--- src/rtl/freq_meter_pkg.sv ---
// Shared constants and helpers for the multi-channel BCD frequency meter.
package freq_meter_pkg;

  localparam int unsigned BcdW              = 4;
  localparam int unsigned DefaultGateCycles = 100_000_000;

  // Width of the channel-select port; a single channel still gets one bit.
  function automatic int unsigned sel_width(input int unsigned n_ch);
    return (n_ch > 1) ? int'($clog2(n_ch)) : 1;
  endfunction

endpackage

--- src/rtl/bcd_sat_counter.sv ---
// Cascaded BCD event counter that saturates at all-9s and raises a sticky overflow flag.
module bcd_sat_counter
  import freq_meter_pkg::*;
#(
  parameter int unsigned DIGITS = 4
) (
  input  logic                   clk,
  input  logic                   rst,
  input  logic                   clr,
  input  logic                   inc,
  output logic [BcdW*DIGITS-1:0] count_next,
  output logic                   ovf_next
);

  logic [BcdW*DIGITS-1:0] count_q;
  logic                   ovf_q;
  logic                   all_nines;
  logic                   carry;
  logic [BcdW-1:0]        digit;

  // count_next includes this cycle's edge so a closing window can latch it directly.
  always_comb begin
    count_next = count_q;
    ovf_next   = ovf_q;
    carry      = inc;
    all_nines  = 1'b1;
    digit      = '0;
    for (int d = 0; d < DIGITS; d++) begin
      if (count_q[d*BcdW +: BcdW] != 4'd9) all_nines = 1'b0;
    end
    if (inc && all_nines) begin
      ovf_next = 1'b1;
    end else begin
      for (int d = 0; d < DIGITS; d++) begin
        digit = count_q[d*BcdW +: BcdW];
        if (carry) begin
          if (digit == 4'd9) begin
            count_next[d*BcdW +: BcdW] = '0;
          end else begin
            count_next[d*BcdW +: BcdW] = digit + 4'd1;
            carry = 1'b0;
          end
        end
      end
    end
  end

  always_ff @(posedge clk) begin
    if (rst || clr) begin
      count_q <= '0;
      ovf_q   <= 1'b0;
    end else begin
      count_q <= count_next;
      ovf_q   <= ovf_next;
    end
  end

endmodule

--- src/rtl/freq_meter_mc.sv ---
// Multi-channel gated frequency meter: synchronised edge counting per channel,
// results latched at each gate window end and muxed to a BCD display output.
module freq_meter_mc
  import freq_meter_pkg::*;
#(
  parameter int unsigned N_CH        = 2,
  parameter int unsigned DIGITS      = 4,
  parameter int unsigned GATE_CYCLES = DefaultGateCycles
) (
  input  logic                           clk,
  input  logic                           rst,
  input  logic [N_CH-1:0]                sig_in,
  input  logic [sel_width(N_CH)-1:0]     ch_sel,
  input  logic                           hold,
  output logic [BcdW*DIGITS-1:0]         bcd_out,
  output logic                           ovf_out,
  output logic                           valid,
  output logic                           gate_tick
);

  localparam int unsigned CntW  = BcdW * DIGITS;
  localparam int unsigned GateW = $clog2(GATE_CYCLES);
  localparam logic [GateW-1:0] GateLast = GateW'(GATE_CYCLES - 1);

  logic [N_CH-1:0]  sync1_q, sync2_q, sync3_q;
  logic [N_CH-1:0]  rise;
  logic [GateW-1:0] gate_q;
  logic             tick;
  logic [CntW-1:0]  cnt_next [N_CH];
  logic [N_CH-1:0]  ovf_next;
  logic [CntW-1:0]  res_q [N_CH];
  logic [N_CH-1:0]  res_ovf_q;
  logic             valid_q;
  logic [CntW-1:0]  sel_bcd;
  logic             sel_ovf;

  assign rise = sync2_q & ~sync3_q;
  assign tick = (gate_q == GateLast);

  always_ff @(posedge clk) begin
    if (rst) begin
      sync1_q <= '0;
      sync2_q <= '0;
      sync3_q <= '0;
      gate_q  <= '0;
    end else begin
      sync1_q <= sig_in;
      sync2_q <= sync1_q;
      sync3_q <= sync2_q;
      gate_q  <= tick ? '0 : gate_q + 1'b1;
    end
  end

  // Counters clear at the window boundary whatever hold says; hold only gates the latch.
  for (genvar g = 0; g < N_CH; g++) begin : gen_ch
    bcd_sat_counter #(
      .DIGITS(DIGITS)
    ) u_cnt (
      .clk       (clk),
      .rst       (rst),
      .clr       (tick),
      .inc       (rise[g]),
      .count_next(cnt_next[g]),
      .ovf_next  (ovf_next[g])
    );
  end

  always_ff @(posedge clk) begin
    if (rst) begin
      for (int i = 0; i < N_CH; i++) res_q[i] <= '0;
      res_ovf_q <= '0;
      valid_q   <= 1'b0;
    end else begin
      valid_q <= tick & ~hold;
      if (tick && !hold) begin
        for (int i = 0; i < N_CH; i++) res_q[i] <= cnt_next[i];
        res_ovf_q <= ovf_next;
      end
    end
  end

  // Out-of-range selects fall back to channel 0.
  always_comb begin
    sel_bcd = res_q[0];
    sel_ovf = res_ovf_q[0];
    for (int i = 1; i < N_CH; i++) begin
      if (int'(ch_sel) == i) begin
        sel_bcd = res_q[i];
        sel_ovf = res_ovf_q[i];
      end
    end
  end

  assign bcd_out   = rst ? '0 : sel_bcd;
  assign ovf_out   = sel_ovf & ~rst;
  assign valid     = valid_q & ~rst;
  assign gate_tick = tick & ~rst;

endmodule

--- config.mk ---
export PLATFORM = sky130hd
export DESIGN_NAME = freq_meter_mc
export DESIGN_NICKNAME = d
export VERILOG_FILES = /design/src/rtl/freq_meter_pkg.sv /design/src/rtl/bcd_sat_counter.sv /design/src/rtl/freq_meter_mc.sv
export SDC_FILE = /design/constraint.sdc
export NUM_CORES = 1
export LEC_CHECK = 0
export CAP_MARGIN = 10
export CORE_ASPECT_RATIO = 1.75
export CORE_UTILIZATION = 45
export CTS_CLUSTER_SIZE = 25
export DETAILED_ROUTE_END_ITERATION = 10
export GPL_ROUTABILITY_DRIVEN = 0
export HOLD_SLACK_MARGIN = 0.05
export PLACE_DENSITY = 0.71
export SYNTH_ARGS = -nofsm -noshare
export SYNTH_HDL_FRONTEND = slang
export SYNTH_SLANG_ARGS = --single-unit
--- constraint.sdc ---
create_clock -name clk -period 5.4 [get_ports clk]
set_input_delay 1.08 -clock clk [delete_from_list [all_inputs] [get_ports clk]]
set_output_delay 1.08 -clock clk [all_outputs]
set_load 0.03 [all_outputs]
# Word level (Yosys, flattened, before mapping)
# Memories as Yosys holds them, arrays and structs flattened.
# Cells that the tools add are included.
[totals] regBits=70 ram_bits=32 input_bits=6 output_inout_bits=19 elab_cells=109 mem_count=1
[op_classes] n_addsub=9 n_eq_ne=17 mux=56 n_bitwise=10 reduce_logical=6
[memory_table] memory="res_q" depth=2 width=16 rd=2 rd_clocked_by_memory_dff=0 wr=2 line="freq_meter_mc.sv:31" rtl="logic [CntW-1:0] res_q [N_CH];"
[ops] op="16-bit 2-to-1 mux" n=6
[ops] op="4-bit 2-to-1 mux" n=16
[ops] op="1-bit 2-to-1 mux" n=34
[ops] op="4-bit by 1-bit adder with 4-bit output, second input constant" n=8
[ops] op="4-bit equality test, second input constant" n=8
[ops] op="4-bit != test, second input constant" n=8
[ops] op="27-bit by 1-bit adder with 27-bit output, second input constant" n=1
[ops] op="27-bit equality test, second input constant" n=1
[ops] op="1-bit bitwise AND" n=4
[ops] op="1-bit logical AND" n=3
[ops] op="2-bit bitwise AND" n=1
[ops] op="1-bit NOT" n=2
[ops] op="2-bit NOT" n=1
[ops] op="1-bit bitwise OR" n=2
[ops] op="2-bit OR reduction" n=1
[ops] op="1-bit zero test" n=1
[ops] op="1-bit logical OR" n=1

# Depth between registers and ports, before layout
# Gate-level depths: netlist of run 1.
[depth] word_depth=14 depth_mapped=8 mapped_depth_nobuf=5

# Cells and area by module
# Synthesis of run 1 repeated with hierarchy kept, for this count alone.
[hier_totals] hier_cells=503 hier_area_um2=5161.2
[by_module_without_submodules] mod="freq_meter_mc" n_inst=1 cells_each=285 area_per_inst_um2=3044.2
[by_module_without_submodules] mod="bcd_sat_counter" n_inst=2 cells_each=109 area_per_inst_um2=1058.5

# Least setup slack after synthesis of run 1
# OpenSTA, ideal clock, no wires.
[synth_timing] path_kind="input port to flip-flop" start="input hold" end="memory res_q[0][0] (netlist name) (enable)" arrival_time_ps=3539 required_ps=4930 setup_slack_ps=1391 stages=1 cell_sequence="o31ai_1"
[synth_rtl] element="start: declaration" line="freq_meter_mc.sv:14" rtl="input logic hold,"
[synth_rtl] element="end: declaration" line="freq_meter_mc.sv:31"

# Worst setup path in the final report of run 1
[layout_timing] start="input ch_sel" end="output bcd_out[1]"
[layout_via] elab_chain_len=2
[layout_rtl] element="start: declaration" line="freq_meter_mc.sv:13" rtl="input logic [sel_width(N_CH)-1:0] ch_sel,"
[layout_rtl] element="16-bit 2-to-1 mux" line="freq_meter_mc.sv:87" rtl="if (int'(ch_sel) == i) begin"
[layout_rtl] element="16-bit 2-to-1 mux" line="freq_meter_mc.sv:94" rtl="assign bcd_out = rst ? '0 : sel_bcd;"
[layout_rtl] element="end: declaration" line="freq_meter_mc.sv:15" rtl="output logic [BcdW*DIGITS-1:0] bcd_out,"
# No other way between the ends.

==> results of run 1 <==
[worst reg2reg max path: stages (launching register included)]
cell and delay [ps]:
dfxtp_1 360, ha_1 210, and2_1 340, nand4_2 340, or4_1 1050, a21oi_1 420
[stage by stage]
stage	utilization (%)	worst slack [ps]	instance area, sq um	power [mW]
finish	52.0	1150	5330	1.54
global route	52.0	1010	5330	1.60
CTS	52.0	1130	5330	1.56
detailed placement	49.0	1140	5020	0.899
global placement	49.0	1210	5020	0.897
floorplan	-	1390	4730	0.873
[how the worst min path moves through the flow]
stage | to
finish | sync2_q[1]
global route | sync2_q[0]
CTS | sync2_q[0]
detailed placement | sync2_q[0]
global placement | sync2_q[1]
floorplan | sync2_q[0]
[state kept, by name, indices dropped and copies added, names as in the netlist]
name,count
gen_ch.u_cnt.ovf_q,2
valid_q,1
res_q,32
sync3_q,2
gate_q,27
sync2_q,2
gen_ch.u_cnt.count_q,32
res_ovf_q,2
sync1_q,2
[placed cells by master (no fill, tap or decap), types with 2 or more instances in the layout]
cell             instances
xnor2_1                 10
mux2i_1                 24
or4_1                    8
and4_1                   5
a21oi_1                 40
or4_2                    4
nor4bb_1                 4
and2_1                   5
nor2_1                  73
and4bb_2                 3
nand2b_1                 5
nand3_1                 16
nor3b_1                  2
a21o_1                   2
nand2_1                 17
edfxtp_1                32
a311oi_1                 2
clkinv_2                 2
nand4_2                  2
inv_1                   14
a31oi_1                  2
a211oi_1                 2
o21ai_0                 21
nand4_1                 20
clkdlybuf4s50_1         24
buf_4                    4
dfxtp_1                 70
nor4_1                   2
xor2_1                  12
clkbuf_16               10
nor2b_1                 17
o31ai_1                  7
and3b_1                  2
o221ai_1                 3
or3_1                    9
nor3_1                   7
[power by group]
group | leakage, nW | switching (mW) | internal [mW]
registers | 0.899 | 0.00937 | 0.802
logic | 0.734 | 0.0419 | 0.0270
clock network | 0.151 | 0.272 | 0.387
total | 1.78 | 0.323 | 1.22
[cell type report]
| class | count | area, sq um |
|---|---|---|
| fillers | 924 | 4910 |
| flip-flops and latches | 102 | 2360 |
| multi-input cells | 346 | 2170 |
| repair buffers | 28 | 270 |
| clock buffers | 11 | 254 |
| well taps | 127 | 159 |
| clock inverters | 5 | 56.3 |
| inverters | 14 | 52.6 |
[cells by family (layout without fill, tap and decap cells)]
kind of cell    Yosys count  count (layout)  synth area share [%]
flops                   102             102                  50.0
fa+ha+maj                 1               1                 0.265
compound gates           89              89                  11.2
mux                      24              24                  5.08
xor+xnor                 22              22                  4.08
simple gates            210             210                  24.8
buf+inv                  41              58                  4.63
[routing by layer]
| layer | vias to the layer above | share of wire, % |
|---|---|---|
| met3 | 19 | 3.6 |
| li1 | 1800 | - |
| met5 | - | 0 |
| met4 | 0 | 3.2 |
| met1 | 1720 | 38 |
| met2 | 87 | 55 |
==> run metrics, run 1 <==
outcome=finished clean; clock buffer depth=2; Root Driver=clkbuf_16; first-pass GRT wire length=15900 um; # resized after CTS=0; WP data required=4320 ps; vias per inst=5.73; clock slew seen by the registers of the worst setup and hold paths=60 ps; share of layout cells above drive strength 1=6.92%; met3 Resource Use GR=4.70%; Setup Crit Path Kind=in2out; fmax=235 MHz; Routed Wire Length=9640 um; reg2reg setup slack=2490 ps; Most used DFF post-synth=dfxtp_1; Synthesized Nets=496; most used cell, CP=clkdlybuf4s50_1; Worst Hold Slack=447 ps; cell accounting for the most synthesized area=dfxtp_1; Synth top area share=29.6%; GRT Total Usage=19.0%; Post-synth ARST share=0%; Tightest Pin Transition=1060 ps; CP endpoint kind=primary output; sequential area share after synthesis=50.0%; initial antenna violation count=0; crit-path max cell delay=1090 ps; CTS Buf Count=9; GR peak layer=met2; Setup TNS Final=0 ps; PwrDens=289 nW/um^2; fin crit share=78.7%; flops & latches, synth=102; final net count=508; M2 GR Usage=36.6%; startpoint types=input pin; Post-synth EDFFs=32; Routed WL per cell=15.2 um; Syn Inst Count=489; leakage=1.78 nW; critical path capture point=bcd_out[1]; worst hold path depth=1; synth cell count leaders=nor2_1 (73), dfxtp_1 (70), a21oi_1 (40); Layout Skew=9.24 ps; relative slew slack=29.4%; maxcap violations=0; TritonCTS clock tree=done; R2R depth=5; crit-path cells=clkdlybuf4s50_1 > mux2i_1 > nor2_1 > clkdlybuf4s50_1; Final Critical Period=4250 ps; RR Endpoint=res_q[0][11]; ant diodes=0; I/O pins=25; DRT Pass-1 Iters=4; # Post-CTS Setup Buffers=0; warnings from Yosys=0; Hold Path Class=reg2reg; initial core utilization=46.2%; # DRC=0; synthesized area per cell=9.67 sq um; GRT met1 Usage=18.0%; vias in the first global route=3483; # port buffers=24; DP HPWL=7070 um; placed instance count=617; DR vias=3626; clk_lat worst skew=340 ps; Post-Layout Cell Count=633; RSZ-0062 raised after global routing=no; Die ar.=10900 sq um; most common cell in the netlist=nor2_1; critical path's top delay family=buffers and inverters; Synth Cell Area=4730 sq um; die width=79.5 um; Final Setup Violations=0; worst path bufs/invs=2; WP depth=4; grt total ovfl=0; library cells used by synthesis=54; starting DRC count in detailed routing=208; core area=10200 sq um; slowest library cell on the worst path=clkdlybuf4s50_1; clk sinks=102; Setup crit start=ch_sel; peak supply drop=0.179 mV; htree depth=3; Layout Area Growth over Synthesis=12.6%; Post-CTS Hold Buffers=0; Post-DRT Antenna Nets=0; Fin. Hold Viols=0; Pins Over Slew Limit=0; CP max FO=17; CP arrival=3170 ps; min-delay src=sync1_q[1]; Reg-to-Reg Start=gate_q[0]; Synth area leaders=dfxtp_1 (30%), edfxtp_1 (20%), nor2_1 (5.8%); row cnt=49; largest net degree at the start of global routing=38; die height=138 um
Note: power is estimated with default switching activity, not from simulation.
==> run 2: changes to the inputs <==
- clock period: 5.4 -> 4.34 ns (I/O delays scaled with it)
==> run metrics, run 2 (same netlist as run 1, synthesis figures left out) <==
outcome=finished clean; fmax=279 MHz; TritonCTS clock tree=done; DP HPWL=7290 um; grt total ovfl=0; GRT Total Usage=19.7%; PnR Total Power=1.96 mW; WP data required=3470 ps; crit-path cells=clkdlybuf4s50_1 > nor3_1 > clkdlybuf4s50_1; peak supply drop=0.247 mV; CP endpoint kind=primary output; CP arrival=2720 ps; largest net degree at the start of global routing=41; # Post-CTS Setup Buffers=0; clk sinks=102; ant diodes=0; Layout Area Growth over Synthesis=13.3%; starting DRC count in detailed routing=191; I/O pins=25; initial antenna violation count=0; # port buffers=24; DR vias=3633; first-pass GRT wire length=16400 um; Post-CTS Hold Buffers=0; maxcap violations=0; Die ar.=10900 sq um; die height=138 um; Final Setup Violations=0; CP max FO=20; relative slew slack=30.1%; initial core utilization=46.2%; Pins Over Slew Limit=0; # DRC=0; Tightest Pin Transition=1040 ps; Routed Wire Length=10100 um; final net count=510; clock buffer depth=2; CTS Buf Count=9; Fin. Hold Viols=0; fin crit share=82.6%; PwrDens=366 nW/um^2; Setup TNS Final=0 ps; Layout Skew=6.04 ps; FILL cells=891; Hold Path Class=reg2reg; multi-input logic area=2170 sq um; vias per inst=5.72; core area=10200 sq um; most common cell after layout, fill and taps aside=nor2_1; largest registers=gen_ch.u_cnt.count_q (32), res_q (32), gate_q (27); DRT Pass-1 Iters=4; Post-DRT Antenna Nets=0; Routed WL per cell=16.0 um; row cnt=49; leakage=1.80 nW; die width=79.5 um; htree depth=3; Setup Crit Path Kind=in2out; startpoint types=input pin; vias in the first global route=3513; Root Driver=clkbuf_16; register area=2360 sq um; clock slew seen by the registers of the worst setup and hold paths=60 ps; RSZ-0062 raised after global routing=no; # resized after CTS=0; most used cell, CP=clkdlybuf4s50_1; Final Critical Period=3580 ps; clk_lat worst skew=340 ps; share of layout cells above drive strength 1=7.28%; slowest library cell on the worst path=clkdlybuf4s50_1; Core Util, Final=52.3%; crit-path max cell delay=780 ps; most frequent cells in the layout=nor2_1 (73), dfxtp_1 (70), a21oi_1 (40), edfxtp_1 (32)
[run 2: path summary, 6_finish.rpt]
check             start                           to  slack [ps]  cells after the start
max                 rst                    gate_tick         760                      3
min reg2reg  sync1_q[0]                   sync2_q[0]         430                      1
max reg2reg   gate_q[0]  gen_ch[1].u_cnt.count_q[12]        1510                      6
min          sync1_q[0]                   sync2_q[0]         430                      1
[run 2: power by group]
part / leakage [nW] / internal (mW) / total [mW] / switching (mW)
Combinational: 0.743 / 0.0337 / 0.0865 / 0.0528
Sequential: 0.899 / 0.998 / 1.01 / 0.0117
Clock: 0.156 / 0.522 / 0.862 / 0.340
[run 2: area by class of cell]
type	instances	area share, %
clock buffers	11	4.53
inverters	14	0.981
well taps	127	2.97
repair buffers	30	5.33
multi-input cells	346	40.6
flip-flops and latches	102	44.1
clock inverters	5	1.52
[run 2: critical path: cells and delay by family]
kind	cells	cell delay, ps
buffers and inverters	2	1490
and+or+nand+nor	1	350
[run 2: stage by stage]
stage	cells	setup slack [ps]	hold WS (ps)	instance area (sq um)
floorplan	489	403	414	4730
global placement	619	767	418	5030
detailed placement	619	788	425	5030
CTS	635	764	440	5360
global route	635	667	464	5360
finish	635	755	433	5360
[run 2: per-layer routing]
metal	vias to the layer above	GRT usage (%)	share of wire [%]
li1	1809	-	-
met3	17	4.17	3.2
met5	-	0	0
met1	1740	19.6	38
met4	0	10.5	2.8
met2	67	37.2	56
